**src/rtl/pp_stream_sink_if.sv**
```systemverilog
// Upstream word stream into the ping-pong sink: valid/data from the buffer, ready back to it.
// Ports: data_valid/data driven by the master (buffer), data_ready driven by the slave (sink).
// No logic here, only signal bundling; the sink registers data_ready.
interface pp_stream_sink_if #(
  parameter int DATA_W = 64
);
  logic              data_valid;
  logic [DATA_W-1:0] data;
  logic              data_ready;

  modport master (output data_valid, output data, input data_ready);
  modport slave  (input data_valid, input data, output data_ready);
endinterface

```
**src/rtl/pp_stream_sink.sv**
```systemverilog
// Stream sink: accepts words, checks them against an incrementing pattern, and counts frames/errors.
// Latency: o_frame_done and counters update one cycle after the accepting edge.
// Backpressure: ready is a flop, chosen by i_bp_mode and forced low for GAP_CYCLES after each frame.
// Ports: sys_clk/sys_rst_n clock and async reset, i_enable run control, i_clr counter clear,
//        i_bp_mode ready pattern, up_if stream slave, o_frame_* / o_err* statistics.
module pp_stream_sink #(
  parameter int                DATA_W     = 64,
  parameter int                FRAME_LEN  = 64,
  parameter int                GAP_CYCLES = 4,
  parameter logic [DATA_W-1:0] SEED       = '0,
  parameter logic [15:0]       LFSR_INIT  = 16'hACE1
) (
  input  logic              sys_clk,
  input  logic              sys_rst_n,
  input  logic              i_enable,
  input  logic              i_clr,
  input  logic [1:0]        i_bp_mode,
  pp_stream_sink_if.slave   up_if,
  output logic              o_frame_done,
  output logic [15:0]       o_frame_cnt,
  output logic [15:0]       o_err_cnt,
  output logic              o_err,
  output logic [DATA_W-1:0] o_first_err_data
);

  localparam int WIDX_W = (FRAME_LEN > 1) ? $clog2(FRAME_LEN) : 1;
  localparam int GAP_W  = (GAP_CYCLES > 1) ? $clog2(GAP_CYCLES) : 1;
  localparam logic [WIDX_W-1:0] IDX_LAST = WIDX_W'(FRAME_LEN - 1);
  localparam logic [GAP_W-1:0]  GAP_LAST = GAP_W'(GAP_CYCLES - 1);

  typedef enum logic [1:0] {S_IDLE, S_RECV, S_GAP} state_e;

  state_e             state_q, state_d;
  logic [GAP_W-1:0]   gap_q, gap_d;
  logic               ready_q, ready_d;
  logic [15:0]        lfsr_q;
  logic               enter;

  logic [DATA_W-1:0]  expected_q;
  logic [WIDX_W-1:0]  word_idx_q;
  logic               frame_done_q;
  logic [15:0]        frame_cnt_q;
  logic [15:0]        err_cnt_q;
  logic               err_q;
  logic [DATA_W-1:0]  first_err_q;

  logic xfer, last_word, frame_end;

  assign xfer      = up_if.data_valid && ready_q;
  assign last_word = (word_idx_q == IDX_LAST);
  // A word accepted in an i_clr cycle is discarded, so it cannot close a frame either.
  assign frame_end = xfer && !i_clr && last_word && (state_q == S_RECV);

  // State register
  always_ff @(posedge sys_clk or negedge sys_rst_n) begin
    if (!sys_rst_n) begin
      state_q <= S_IDLE;
      gap_q   <= '0;
      ready_q <= 1'b0;
    end else begin
      state_q <= state_d;
      gap_q   <= gap_d;
      ready_q <= ready_d;
    end
  end

  // Next-state logic; i_enable is only looked at on frame boundaries.
  always_comb begin
    state_d = state_q;
    gap_d   = gap_q;
    case (state_q)
      S_IDLE: begin
        if (i_enable) state_d = S_RECV;
      end
      S_RECV: begin
        if (frame_end) begin
          if (GAP_CYCLES > 0) begin
            state_d = S_GAP;
            gap_d   = '0;
          end else begin
            state_d = i_enable ? S_RECV : S_IDLE;
          end
        end
      end
      S_GAP: begin
        if (gap_q == GAP_LAST) begin
          state_d = i_enable ? S_RECV : S_IDLE;
          gap_d   = '0;
        end else begin
          gap_d = gap_q + GAP_W'(1);
        end
      end
      default: state_d = S_IDLE;
    endcase
  end

  // Ready is computed for the state we are about to be in, so it is valid the
  // cycle after the decision and never looks at data_valid combinationally.
  always_comb begin
    ready_d = 1'b0;
    enter   = (state_d == S_RECV) && ((state_q != S_RECV) || frame_end);
    if (state_d == S_RECV) begin
      case (i_bp_mode)
        2'd0:    ready_d = 1'b1;
        2'd1:    ready_d = enter ? 1'b1 : ~ready_q;
        2'd2:    ready_d = lfsr_q[0];
        default: ready_d = 1'b0;
      endcase
    end
  end

  // x^16+x^14+x^13+x^11+1 Fibonacci LFSR, only stepping while receiving.
  always_ff @(posedge sys_clk or negedge sys_rst_n) begin
    if (!sys_rst_n) begin
      lfsr_q <= LFSR_INIT;
    end else if (state_q == S_RECV) begin
      lfsr_q <= {lfsr_q[0] ^ lfsr_q[2] ^ lfsr_q[3] ^ lfsr_q[5], lfsr_q[15:1]};
    end
  end

  // Pattern checker and statistics. The expected value advances on every
  // accepted word, including mismatches, so one bad word costs one error.
  always_ff @(posedge sys_clk or negedge sys_rst_n) begin
    if (!sys_rst_n) begin
      expected_q   <= SEED;
      word_idx_q   <= '0;
      frame_done_q <= 1'b0;
      frame_cnt_q  <= '0;
      err_cnt_q    <= '0;
      err_q        <= 1'b0;
      first_err_q  <= '0;
    end else begin
      frame_done_q <= frame_end;
      if (i_clr) begin
        expected_q  <= SEED;
        word_idx_q  <= '0;
        frame_cnt_q <= '0;
        err_cnt_q   <= '0;
        err_q       <= 1'b0;
        first_err_q <= '0;
      end else if (xfer) begin
        expected_q <= expected_q + DATA_W'(1);
        word_idx_q <= last_word ? '0 : word_idx_q + WIDX_W'(1);
        if (up_if.data != expected_q) begin
          if (err_cnt_q != 16'hFFFF) err_cnt_q <= err_cnt_q + 16'd1;
          if (!err_q) begin
            err_q       <= 1'b1;
            first_err_q <= up_if.data;
          end
        end
        if (last_word && (frame_cnt_q != 16'hFFFF)) frame_cnt_q <= frame_cnt_q + 16'd1;
      end
    end
  end

  assign up_if.data_ready = ready_q;
  assign o_frame_done     = frame_done_q;
  assign o_frame_cnt      = frame_cnt_q;
  assign o_err_cnt        = err_cnt_q;
  assign o_err            = err_q;
  assign o_first_err_data = first_err_q;

endmodule
```
**src/flat_wrapper.sv**
```systemverilog
// flat-port wrapper written by rule: the top's interface ports become plain ports
module pp_stream_sink_flat 
#(
  parameter int                DATA_W     = 64,
  parameter int                FRAME_LEN  = 64,
  parameter int                GAP_CYCLES = 4,
  parameter logic [DATA_W-1:0] SEED       = '0,
  parameter logic [15:0]       LFSR_INIT  = 16'hACE1
)
  (sys_clk, sys_rst_n, i_enable, i_clr, i_bp_mode, o_frame_done, o_frame_cnt, o_err_cnt, o_err, o_first_err_data, up_if_data_valid, up_if_data, up_if_data_ready);
  pp_stream_sink_if #(.DATA_W(DATA_W)) up_if_i ();
  input  logic sys_clk;
  input  logic sys_rst_n;
  input  logic i_enable;
  input  logic i_clr;
  input  logic [1:0] i_bp_mode;
  output logic o_frame_done;
  output logic [15:0] o_frame_cnt;
  output logic [15:0] o_err_cnt;
  output logic o_err;
  output logic [DATA_W-1:0] o_first_err_data;
  input wire logic [$bits(up_if_i.data_valid)-1:0] up_if_data_valid;
  input wire logic [$bits(up_if_i.data)-1:0] up_if_data;
  output wire logic [$bits(up_if_i.data_ready)-1:0] up_if_data_ready;
  assign up_if_i.data_valid = up_if_data_valid;
  assign up_if_i.data = up_if_data;
  assign up_if_data_ready = up_if_i.data_ready;
  pp_stream_sink #(.DATA_W(DATA_W), .FRAME_LEN(FRAME_LEN), .GAP_CYCLES(GAP_CYCLES), .SEED(SEED), .LFSR_INIT(LFSR_INIT)) u_core (.sys_clk(sys_clk), .sys_rst_n(sys_rst_n), .i_enable(i_enable), .i_clr(i_clr), .i_bp_mode(i_bp_mode), .up_if(up_if_i), .o_frame_done(o_frame_done), .o_frame_cnt(o_frame_cnt), .o_err_cnt(o_err_cnt), .o_err(o_err), .o_first_err_data(o_first_err_data));
endmodule
```
**config.mk**
```make
export PLATFORM = sky130hd
export DESIGN_NAME = pp_stream_sink_flat
export DESIGN_NICKNAME = d
export VERILOG_FILES = /design/src/rtl/pp_stream_sink_if.sv /design/src/rtl/pp_stream_sink.sv /design/src/flat_wrapper.sv
export SDC_FILE = /design/constraint.sdc
export NUM_CORES = 1
export LEC_CHECK = 0
export CORE_MARGIN = 10
export CORE_UTILIZATION = 40
export DETAILED_ROUTE_END_ITERATION = 8
export GPL_ROUTABILITY_DRIVEN = 0
export HOLD_SLACK_MARGIN = 0.12
export SLEW_MARGIN = 40
export SYNTH_ARGS = -nofsm -noshare
export SYNTH_HDL_FRONTEND = slang
export SYNTH_SLANG_ARGS = --single-unit
```
**constraint.sdc**
```tcl
create_clock -name sys_clk -period 3.6 [get_ports sys_clk]
set_input_delay 1.08 -clock sys_clk [delete_from_list [all_inputs] [get_ports sys_clk]]
set_output_delay 1.08 -clock sys_clk [all_outputs]
set_load 0.02 [all_outputs]
```
==> results of run 1 <==
-- power groups by stage --
stage	registers [uW]	logic, uW	clock network [uW]
2_1_floorplan	2280	167	0
3_3_place_gp	2240	506	0
3_5_place_dp	2240	510	0
4_1_cts	2200	511	2000
5_1_grt	2200	541	2090
6_report	2200	500	1960
-- worst max-delay path: stages --
cell and delay (ps):
clkdlybuf4s50_1 460, xor2_1 180, nor4_1 590, nand4_1 160
buf_4 200, nor4_4 380, buf_12 190, nor3_2 70
buf_12 190, mux2i_1 150
-- sequential cells by signal (all words and copies together), names as in the netlist --
name                     cells
u_core.state_q               2
u_core.gap_q                 2
u_core.o_frame_done          1
u_core.expected_q           64
u_core.o_err                 1
u_core.up_if.data_ready      1
u_core.o_err_cnt            16
u_core.lfsr_q               16
u_core.word_idx_q            6
u_core.o_first_err_data     64
u_core.o_frame_cnt          16
-- layout by cell type (no fill, tap or decap), drive strengths merged, types with 8 or more instances in the layout --
cell and count:
xor2 110, clkdlybuf4s50 167, and3 14, clkbuf 20, and4 11, mux2 20
nor4 22, dfstp 8, or4 9, a21oi 24, nor2 98, and2 10
xnor2 24, inv 13, or3 17, nand3 34, mux2i 67, o31ai 9
nor3 21, nand2 179, nand4 43, dfrtp 181, buf 34, o21ai 17
-- layer usage --
metal	GRT usage (%)	vias to the layer above	share of wire, %
met4	4.623	0	1.6
met1	22.26	3752	43
met5	0	-	0
li1	-	3820	-
met2	28.88	170	48
met3	5.526	25	6.9
-- synthesized netlist by cell type (2+ instances only) --
cell / number
a21oi_1: 24
a31oi_1: 2
and2_1: 10
and3_1: 14
and4_1: 9
and4_4: 2
buf_2: 4
buf_4: 5
buf_6: 6
clkbuf_1: 34
dfrtp_1: 181
dfstp_2: 8
ha_1: 5
inv_1: 6
mux2_1: 5
mux2_2: 15
mux2i_1: 67
nand2_1: 179
nand2b_1: 3
nand3_1: 34
nand4_1: 41
nor2_1: 98
nor2b_1: 6
nor3_1: 20
nor4_1: 19
nor4_2: 2
o21ai_0: 17
o22ai_1: 2
o311ai_0: 2
o31ai_1: 9
o41ai_1: 3
or2_2: 2
or3_1: 17
or4_1: 9
xnor2_1: 24
xor2_1: 110
-- stage by stage --
step | hold slack (ps) | instances | total power (uW) | TNS (ps)
final | 477.2 | 1519 | 4654 | 0
after global routing | 526.8 | 1517 | 4831 | 0
after CTS | 481.4 | 1517 | 4706 | 0
after detailed placement | 470.7 | 1485 | 2745 | -16030
after global placement | 468.4 | 1485 | 2742 | -17390
after floorplan | 445.3 | 1009 | 2445 | 0
-- final cells by class --
class	instances	share of cell area, %
multi-input combinational	763	38.27
sequential	189	37.52
timing repair buffer	202	15.96
clock buffer	19	3.586
tap	324	3.210
clock inverter	13	1.189
inverter	7	0.2278
antenna	2	0.03962
-- final timing paths --
path	slack [ps]	to	cells past startpoint
worst max-delay path	230	u_core.o_first_err_data[37]	10
worst min-delay path	480	u_core.lfsr_q[15]	2
worst max register to register	860	u_core.o_first_err_data[37]	9
worst min register to register	480	u_core.lfsr_q[15]	2
max in group asynchronous	2130	u_core.lfsr_q[0]	2
min in group asynchronous	650	u_core.o_first_err_data[51]	1
-- cell families (layout without fill, tap and decap cells) --
group | after synthesis | after routing | share of synthesized area [%]
other | 0 | 2 | 0
AO/OA/AOI/OAI | 65 | 65 | 3.989
XOR/XNOR | 134 | 134 | 11.92
flip-flops | 189 | 189 | 48.13
buffers and inverters | 57 | 241 | 2.871
multiplexers | 87 | 87 | 9.097
AND/OR/NAND/NOR | 472 | 472 | 23.36
adder cells (fa/ha/maj) | 5 | 5 | 0.6352
==> results.tsv, run 1 <==
stage	metric	value	unit
finish	drive_gt1_share	8.718	%
floorplan	dieArea	31300	um^2
global_route	grt_max_degree	80	
floorplan	num_rows	57	
synthesis	syn_area_per_cell	9.760	um^2
place	port_buffers	169	
synthesis	ys_top_cells_by_area	dfrtp_1, xor2_1, nand2_1	
routing	dr.first_iter.drc_count	537	
clocking	clock_path_buffers	2	
clocking	cts_setup_buffers	0	
setup_path	cp_max_fo	35	
finish	area_growth	28.26	%
setup_path	startpoint	up_if_data[37]	
pwr	leakagePower	0.005444	uW
finish	fin_nets	1256	
setup_path	end_kind	register	
setup_path	start_kind	input port	
sta	hold_violations	0	
pwr	internal_power	3462	uW
finish	post-route-cell-area	12630	um^2
setup_path	critPathKind	input port to register	
setup_path	arrival	3680	ps
synthesis	netlist_area	9848	um^2
sta	skew	14.12	ps
pwr	clockPowerShare	42.1	%
flow_run	maxCapViolCount	0	
clocking	clk_latency	440	ps
global_route	gr-total-overflow	0	
synthesis	synth-main-ff-cell	dfrtp_1	
pwr	pwr-share-comb	10.7	%
floorplan	ios	170	
routing	postRouteAntennaNets	0	
sta	slew_headroom	51.88	%
setup_path	critPathRequiredTime	3910	ps
pwr	power_density	368.5	nW/um^2
routing	viasPerCell	5.113	
floorplan	start_util	40.61	%
routing	vias	7767	
finish	multi_input_area	4833	um^2
place	dp_hpwl	20.26	mm
sta	worst_slew_pin_slew	721.8	ps
clocking	hold_buffers	0	
sta	fin_ws	230.0	ps
sta	max_freq	0.2967	GHz
hold_path	hp-class	register to register	
sta	min_period_over_period	93.61	%
pwr	ir_drop	0.0002701	V
global_route	grt_pass1_wl	44.06	mm
clocking	cts_buffers	17	
clocking	cts-resized-gates	0	
synthesis	ys_seq_elements	189	
sta	setup_violations	0	
global_route	antenna_found_initial	2	
hold_path	min_from	u_core.lfsr_q[15]	
place	dp_slack	-240.5	ps
pwr	p_sw_share	25.62	%
floorplan	die_width	176.9	um
sta	finalCriticalPeriod	3370	ps
place	dpl_cell_area	12020	um^2
routing	drt_first_pass_iters	5	
pwr	power_frac_seq	47.2	%
finish	fillers	2236	
floorplan	dieHeight	176.9	um
setup_path	r2r_start	u_core.expected_q[37]	
sta	slew_viol_final	0	
synthesis	post-synth-top-area-cell	dfrtp_1	
clocking	cts_tree	yes	
synthesis	synthesis.nets	1085	
finish	seqCellArea	4740	um^2
clocking	cts_max_level	4	
synthesis	synth.top_cell.area_share	45.99	%
floorplan	core-area	24250	um^2
routing	wl	27.46	mm
synthesis	syn_inst	1009	
clocking	clk_pin_slew	70	ps
run_status	status	finished, final reports clean	
synthesis	yosysSeqAreaShare	48.13	%
clocking	cts_sinks	189	
synthesis	synth-edff-count	0	
sta	rsz0062_at_grt	no	
synthesis	synth_warnings	0	
pwr	switchingPower	1192	uW
synthesis	async_flop_share	100.0	%
synthesis	synth_cell_type_count	51	
clocking	cts_root_buf	clkbuf_16	
global_route	grt_pass1_vias	7845	
routing	post-route-drc-count	0	
finish	final_core_util	52.09	%
global_route	track_usage	17.70	%
routing	post_drt_wl_per_cell	18.08	um
Note: power is estimated with default switching activity, not from simulation.
==> inputs of run 2 (changes only) <==
- HOLD_SLACK_MARGIN: 0.12 -> 0.05
==> results of run 2 <==
Same layout as run 1: the final DEF is identical, and so are final timing and power.
==> inputs of run 3 (changes only) <==
- CAP_MARGIN: default -> 20
- CTS_CLUSTER_DIAMETER: default -> 50
==> results of run 3 <==
Same layout as run 1: the final DEF is identical, and so are final timing and power.
